$ cat config.mk
export PLATFORM = sky130hd
export DESIGN_NAME = rf_wb_arbiter
export DESIGN_NICKNAME = d
export VERILOG_FILES = /design/src/rtl/rf_wb_arbiter.sv
export SDC_FILE = /design/constraint.sdc
export NUM_CORES = 1
export LEC_CHECK = 0
export CORE_ASPECT_RATIO = 0.8
export CORE_UTILIZATION = 51
export DETAILED_ROUTE_END_ITERATION = 6
export PLACE_DENSITY = 0.81
export SLEW_MARGIN = 20
export SYNTH_ARGS = -nofsm -noshare
export SYNTH_HDL_FRONTEND = slang
export SYNTH_SLANG_ARGS = --single-unit
$ cat constraint.sdc
create_clock -name clk -period 3.7 [get_ports clk]
set_input_delay 0.37 -clock clk [delete_from_list [all_inputs] [get_ports clk]]
set_output_delay 0.37 -clock clk [all_outputs]
set_load 0.005 [all_outputs]
$ cat src/rtl/rf_wb_arbiter.sv
// rf_wb_arbiter
// Drives the register file's single write port. It merges two sources:
//   - single-cycle ALU results, which always win and are never stalled
//   - long-latency memory results, held in a small FIFO with valid/ready
// It also tracks which registers still wait on a memory result, so that
// decode can stall on them.
module rf_wb_arbiter #(
  parameter int DEPTH = 2
) (
  input  logic        clk,
  input  logic        rst,
  input  logic        alu_valid,
  input  logic [4:0]  alu_rd,
  input  logic [31:0] alu_data,
  input  logic        mem_valid,
  output logic        mem_ready,
  input  logic [4:0]  mem_rd,
  input  logic [31:0] mem_data,
  input  logic        iss_valid,
  input  logic [4:0]  iss_rd,
  input  logic [4:0]  chk_rs1,
  input  logic [4:0]  chk_rs2,
  output logic        busy1,
  output logic        busy2,
  output logic        wen,
  output logic [4:0]  waddr,
  output logic [31:0] wdata
);

  // Pointer width; kept at least 1 so the pointer vectors are never empty.
  localparam int PW = (DEPTH > 1) ? $clog2(DEPTH) : 1;
  localparam logic [PW:0] FULL_COUNT = (PW + 1)'(DEPTH);

  // Memory-result FIFO storage and bookkeeping
  logic [4:0]    fifo_rd   [DEPTH];
  logic [31:0]   fifo_data [DEPTH];
  logic [PW-1:0] wr_ptr;
  logic [PW-1:0] rd_ptr;
  logic [PW:0]   count;

  logic          full;
  logic          empty;
  logic          push;
  logic          pop;
  logic [4:0]    head_rd;
  logic [31:0]   head_data;

  // Set when the value in the output register came from the FIFO
  logic          src_mem;

  // One bit per architectural register: a memory write is still in flight
  logic [31:0]   pending;
  logic [31:0]   pending_next;

  // ready depends only on the stored count, never on mem_valid, so there is
  // no combinational path from the producer back to itself.
  assign full      = (count == FULL_COUNT);
  assign empty     = (count == '0);
  assign mem_ready = !full;

  // The ALU owns the port whenever it has a result; the FIFO only drains in
  // ALU-free cycles. The head is read straight from storage, so an entry
  // written on an edge can only be popped on a later edge (no bypass).
  assign push      = mem_valid && !full;
  assign pop       = !alu_valid && !empty;
  assign head_rd   = fifo_rd[rd_ptr];
  assign head_data = fifo_data[rd_ptr];

  // FIFO payload storage; contents need no reset because count guards them
  always_ff @(posedge clk) begin
    if (push) begin
      fifo_rd[wr_ptr]   <= mem_rd;
      fifo_data[wr_ptr] <= mem_data;
    end
  end

  // FIFO pointers and occupancy; simultaneous push and pop leave count alone
  always_ff @(posedge clk or negedge rst) begin
    if (!rst) begin
      wr_ptr <= '0;
      rd_ptr <= '0;
      count  <= '0;
    end else begin
      if (push) begin
        wr_ptr <= wr_ptr + PW'(1);
      end
      if (pop) begin
        rd_ptr <= rd_ptr + PW'(1);
      end
      if (push && !pop) begin
        count <= count + (PW + 1)'(1);
      end else if (pop && !push) begin
        count <= count - (PW + 1)'(1);
      end
    end
  end

  // Write-port register: ALU first, then FIFO head; x0 targets are consumed
  // but never raise wen. With nothing to write, address and data hold.
  always_ff @(posedge clk or negedge rst) begin
    if (!rst) begin
      wen     <= 1'b0;
      waddr   <= '0;
      wdata   <= '0;
      src_mem <= 1'b0;
    end else if (alu_valid) begin
      wen     <= (alu_rd != 5'd0);
      waddr   <= alu_rd;
      wdata   <= alu_data;
      src_mem <= 1'b0;
    end else if (pop) begin
      wen     <= (head_rd != 5'd0);
      waddr   <= head_rd;
      wdata   <= head_data;
      src_mem <= 1'b1;
    end else begin
      wen     <= 1'b0;
    end
  end

  // Next pending vector: a committing memory write clears its bit, a new
  // issue sets it, and the issue is applied last so it wins a collision.
  always_comb begin
    pending_next = pending;
    if (wen && src_mem) begin
      pending_next[waddr] = 1'b0;
    end
    if (iss_valid && (iss_rd != 5'd0)) begin
      pending_next[iss_rd] = 1'b1;
    end
    pending_next[0] = 1'b0;
  end

  // Pending-write scoreboard register
  always_ff @(posedge clk or negedge rst) begin
    if (!rst) begin
      pending <= '0;
    end else begin
      pending <= pending_next;
    end
  end

  // x0 can never be waited on, regardless of the stored vector
  assign busy1 = (chk_rs1 != 5'd0) && pending[chk_rs1];
  assign busy2 = (chk_rs2 != 5'd0) && pending[chk_rs2];

endmodule

# --- Word level (Yosys, flattened, before mapping) ---
# Memories as Yosys holds them, arrays and structs flattened.
# Cells that the tools add are included.
totals:
  register_bits: 74
  ramBits: 74
  output_inout_bits: 41
  memories: 2
op_classes:
  addsub: 4
  order_cmp: 6
  n_eq_ne: 1
  n_mux: 22
  n_bitwise: 3
  reduce_logical: 23
memory_table:
  columns: ["name", "words", "word_bits", "rd", "rd_ports_with_merged_regs", "wr", "line", "rtl"]
  rows:
  - ["fifo_data", 2, 32, 1, 0, 1, "36", "logic [31:0] fifo_data [DEPTH];"]
  - ["fifo_rd", 2, 5, 1, 0, 1, "35", "logic [4:0] fifo_rd [DEPTH];"]
op_table:
  columns: ["operator", "count"]
  rows:
  - ["two-way mux 32 bit", 4]
  - ["AND 32 bit", 1]
  - ["inverter 32 bit", 1]
  - ["OR 32 bit", 1]
  - ["nonzero test 5 bit", 5]
  - ["less-than comparator 5 x 6 -> 1 bit, second input constant", 4]
  - ["binary-select mux 1 bit (select 5 bit)", 2]
  - ["demux 1 bit (select 5 bit)", 2]
  - [">= comparator 5 x 1 -> 1 bit, second input constant", 2]
  - ["logical AND 1 bit", 10]
  - ["two-way mux 1 bit", 10]
  - ["two-way mux 5 bit", 2]
  - ["logical NOT 1 bit", 5]
  - ["two-way mux 2 bit", 2]
  - ["nonzero test 2 bit", 2]
  - ["adder 1 bit, second input constant", 2]
  - ["adder 2 x 1 -> 2 bit, second input constant", 1]
  - ["== test 2 bit, second input constant", 1]
  - ["logical NOT 2 bit", 1]
  - ["subtractor 2 x 1 -> 2 bit, second input constant", 1]

# --- Depth between registers and ports, before layout ---
logic_depth:
  depth_word: 9
  ltp_mapped: 7
  ltp_nobuf: 7

# --- Worst setup path before layout ---
# No wires, ideal clock.
synth_path:
  path_kind: "register -> register"
  from: "register count[0]"
  to: "memory fifo_data[0][0], enable pin"
  arrival_time_ns: 2.230
  required_time_ns: 3.269
  path_slack_ns: 1.039
  stages_incl_launch_ff: 4
  path_buffers: 0
  period_less_slack_ns: 2.661
  cell_sequence: "dfrtp_1 > nand2b_1 > nand2_1 > nor2_1"
synth_between:
  elab_chain_cells: 5
synth_lines:
  columns: ["item", "line", "rtl"]
  rows:
  - ["start, declared", "39", "logic [PW:0] count;"]
  - ["start signal, assigned", "91", "count <= count + (PW + 1)'(1);"]
  - ["start signal, assigned", "93", "count <= count - (PW + 1)'(1);"]
  - ["== test 2 bit", "57", "assign full = (count == FULL_COUNT);"]
  - ["logical NOT 1 bit", null, null]
  - ["named net mem_ready", "16", "output logic mem_ready,"]
  - ["logical AND 1 bit", "64", "assign push = mem_valid && !full;"]
  - ["two-way mux 1 bit", "71", "if (push) begin"]
  - ["two-way mux 1 bit (not written as such)", "73", "fifo_data[wr_ptr] <= mem_data;"]
  - ["end, declared", "36", null]
# The timed path passes the listed nets, and every way through them passes these cells.

# --- Worst setup path in the final report ---
layout_path:
  from: "input chk_rs1[0]"
  to: "output busy1"
layout_between:
  elab_chain_cells: 3
layout_lines:
  columns: ["item", "line", "rtl"]
  rows:
  - ["start, declared", "21", "input logic [4:0] chk_rs1,"]
  - ["binary-select mux 1 bit (select 5 bit)", "144", "assign busy1 = (chk_rs1 != 5'd0) && pending[chk_rs1];"]
  - ["two-way mux 1 bit (not written as such)", "144", null]
  - ["logical AND 1 bit (*)", "144", null]
  - ["end, declared", "23", "output logic busy1,"]
# Mark *: on every way between the ends. The rest lies on a longest branch, timed or not. The select of a mux whose other input is x is not followed.

==> impl_metrics.py <==
metrics = {
    "setup_path": {
        "crit_slowest_cell": "clkdlybuf4s50_1",
        "crit-reg2reg-capture": "wdata[25]$_DFFE_PN0P_",
        "r2r_cells": 5,
        "worst-path-stages": 7,
        "worstPathCellList": "clkdlybuf4s50_1, nor2b_2, o2bb2ai_1, nor4_1, or4_1, o211ai_1, clkdlybuf4s50_1",
        "crit_path_start": "chk_rs1[0]",
        "crit_buf_inv": 2,
        "r2r_slack_ns": 1.64,
        "crit_type": "in -> out",
        "end_kind": "output pin",
        "crit_top_cell": "clkdlybuf4s50_1",
        "crit_fanout": 10,
        "timing.rr.start": "rd_ptr$_DFFE_PN0P_",
        "arrival_ns": 2.70,
        "max_stage_delay_ns": 0.72,
        "crit_path_end": "busy1",
        "cp_top_family": "buffers and inverters",
        "required_ns": 3.33,
        "worstSetupStartpointType": "input pin",
    },
    "timing": {
        "maxSlewHeadroom_pct": 35.2,
        "tightestPinTransition_ns": 0.972,
        "setup_tns_ns": 0,
        "fin_skew_ns": 0.00909,
        "finalSetupViolations": 0,
        "rsz0062_at_grt": "false",
        "clock.fmax_mhz": 326,
        "timing.final.crit_share_pct": 82.9,
        "hold_violations": 0,
        "layout_min_cycle_time_ns": 3.07,
        "drv_slew": 0,
    },
    "detailed_routing": {
        "drt_first_pass_iters": 5,
        "via_count": 4775,
        "first_iter_violations": 256,
        "vias_per_cell": 5.60,
        "drc": 0,
        "wl_mm": 15.8,
        "wire_per_inst_um": 18.6,
        "antenna_left": 0,
    },
    "global_routing": {
        "overflow": 0,
        "grt_start_max_net_pins": 78,
        "grt_pass1_vias": 4885,
        "antenna_found_initial": 0,
        "grt_pass1_wl_mm": 24.9,
        "track_usage_pct": 25.5,
    },
    "placement": {
        "gp_congestion": 0.882,
        "hpwl_mm": 10.8,
        "io_buffers": 134,
        "numPlacedInstances": 820,
    },
    "die": {
        "core_area_sq_um": 12300,
        "rows": 36,
        "fp.dieH_um": 103,
        "start_util_pct": 52.7,
        "die-area_sq_um": 13200,
        "die_w_um": 128,
        "ios": 135,
    },
    "layout": {
        "layout_common_cells": "132 x clkdlybuf4s50_1, 74 x edfxtp_1, 73 x dfrtp_1, 56 x o21ai_0, 53 x mux2i_1",
        "drive_gt1_share_pct": 6.89,
        "diodes": 0,
        "area_growth_pct": 31.7,
        "layoutNonFillerInstCount": 853,
        "mostFrequentLayoutCell": "clkdlybuf4s50_1",
        "utilization_pct": 69.3,
        "nets": 764,
    },
    "cts": {
        "cts_buffers": 17,
        "cts_buffer_depth": 2,
        "cts_root_buffer": "clkbuf_16",
        "cts_setup_buffers": 0,
        "cts_resized": 0,
        "cts_hold_buf": 0,
        "cts_tree": "done",
        "clock_sinks": 148,
        "htreeDepth": 4,
        "clkLatencyLatePin_ns": 0.42,
        "cts.reportedPaths.clkPinSlew_ns": 0.06,
    },
    "synthesis": {
        "ys_seq_area_share_pct": 62.9,
        "synth_top_area_share_pct": 34.3,
        "postSynthCellCount": 541,
        "synth_nets": 636,
        "synth_area_per_cell_sq_um": 12.0,
        "synth_ff_type": "edfxtp_1",
        "ys_warn_count": 0,
        "yosysUniqueCellTypes": 51,
        "synthTopCellsByArea": "edfxtp_1 34%, dfrtp_1 29%, mux2i_1 8.2%",
        "synth_largest_area_cell": "edfxtp_1",
        "ys_seq_elements": 148,
        "synth_edf_count": 74,
        "async_flop_share_pct": 50.0,
        "synth_area_sq_um": 6470,
    },
    "status": {
        "status": "finished, final reports clean",
    },
    "job": {
        "cap_violations": 0,
    },
    "pwr": {
        "cellLeakagePower_nw": 3.23,
        "cellPowerDensity_nw_per_um2": 731,
        "peakVddDrop_mv": 0.447,
    },
    "worst_hold_path": {
        "worstHoldPathType": "in -> async",
    },
}
## worst min path at each step
stage / startpoint / endpoint / slack, ns / cells after the start
floorplan: rst / count[0]$_DFFE_PN0P_ / 0.07 / 0
global placement: wdata[31]$_DFFE_PN0P_ / wdata[31]$_DFFE_PN0P_ / 0.52 / 2
detailed placement: wdata[13]$_DFFE_PN0P_ / wdata[13]$_DFFE_PN0P_ / 0.54 / 2
CTS: rst / pending[17]$_DFF_PN0_ / 0.14 / 1
global route: rst / pending[18]$_DFF_PN0_ / 0.18 / 1
finish: rst / pending[17]$_DFF_PN0_ / 0.09 / 1
## synthesized netlist by cell type (2+ instances only)
cell type and number:
nor2_1 41, edfxtp_1 74, nor4_1 2, buf_4 2
o21ai_1 45, a221oi_1 5, buf_2 8, buf_6 3
o21ai_0 56, a21oi_1 32, nor2b_1 7, nand2_1 50
xor2_1 2, inv_1 2, nand3_1 9, or4_1 2
mux2_1 2, nand2b_1 2, o221ai_1 2, or3b_1 4
mux4_1 2, nand4b_1 4, or3_1 3, xnor2_1 3
nand3b_1 8, a2111oi_0 6, buf_1 2, mux2i_1 53
dfrtp_1 74, clkbuf_1 15
## cell families (layout without fill, tap and decap cells)
family                     after synthesis  in the layout  synth area share (%)
muxes                                   59             59                  9.87
and+or+nand+nor                        141            141                  10.7
AOI/OAI and AO/OA                      154            154                  13.0
buffers and inverters                   33            174                  2.59
adders and majority gates                1              1                 0.193
xor gates and xnor gates                 5              5                 0.676
DFF                                    148            148                  62.9
## layer usage
metal,share of wire (%),GRT usage [%]
met5,0,0
met3,7.1,7.01
met4,1.9,11.0
met2,47,40.6
met1,44,33.4
## final cells by class
cell class              instances  area, sq um
clock buffers                  19          443
clock inverters                13          146
fillers                       848         3770
inverters                       2         7.51
multi-input cells             360         2250
flip-flops and latches        148         4080
well taps                     171          214
repair buffers                140         1390
## flip-flops by register name, summed over array words and instances (netlist names)
name and count:
wr_ptr 1, waddr 5, rd_ptr 1, pending 31, fifo_rd 10, fifo_data 64, wdata 32, wen 1
src_mem 1, count 2
## report_power, final
| part | total, mW | internal [mW] | switching, mW |
|---|---|---|---|
| registers | 2.72 | 2.27 | 0.456 |
| logic | 1.81 | 0.901 | 0.905 |
| clock network | 1.71 | 1.02 | 0.685 |
## through the flow
stage / power (mW) / setup slack, ns / instance area [sq um] / hold slack (ns)
4_1_cts: 6.24 / 0.614 / 8510 / 0.142
3_5_place_dp: 4.52 / 0.626 / 7920 / 0.540
3_3_place_gp: 4.45 / 0.665 / 7920 / 0.524
2_1_floorplan: 3.66 / 1.04 / 6470 / 0.0744
5_1_grt: 6.56 / 0.499 / 8530 / 0.183
6_report: 6.23 / 0.632 / 8530 / 0.0906
(Power assumes the default switching activity.)
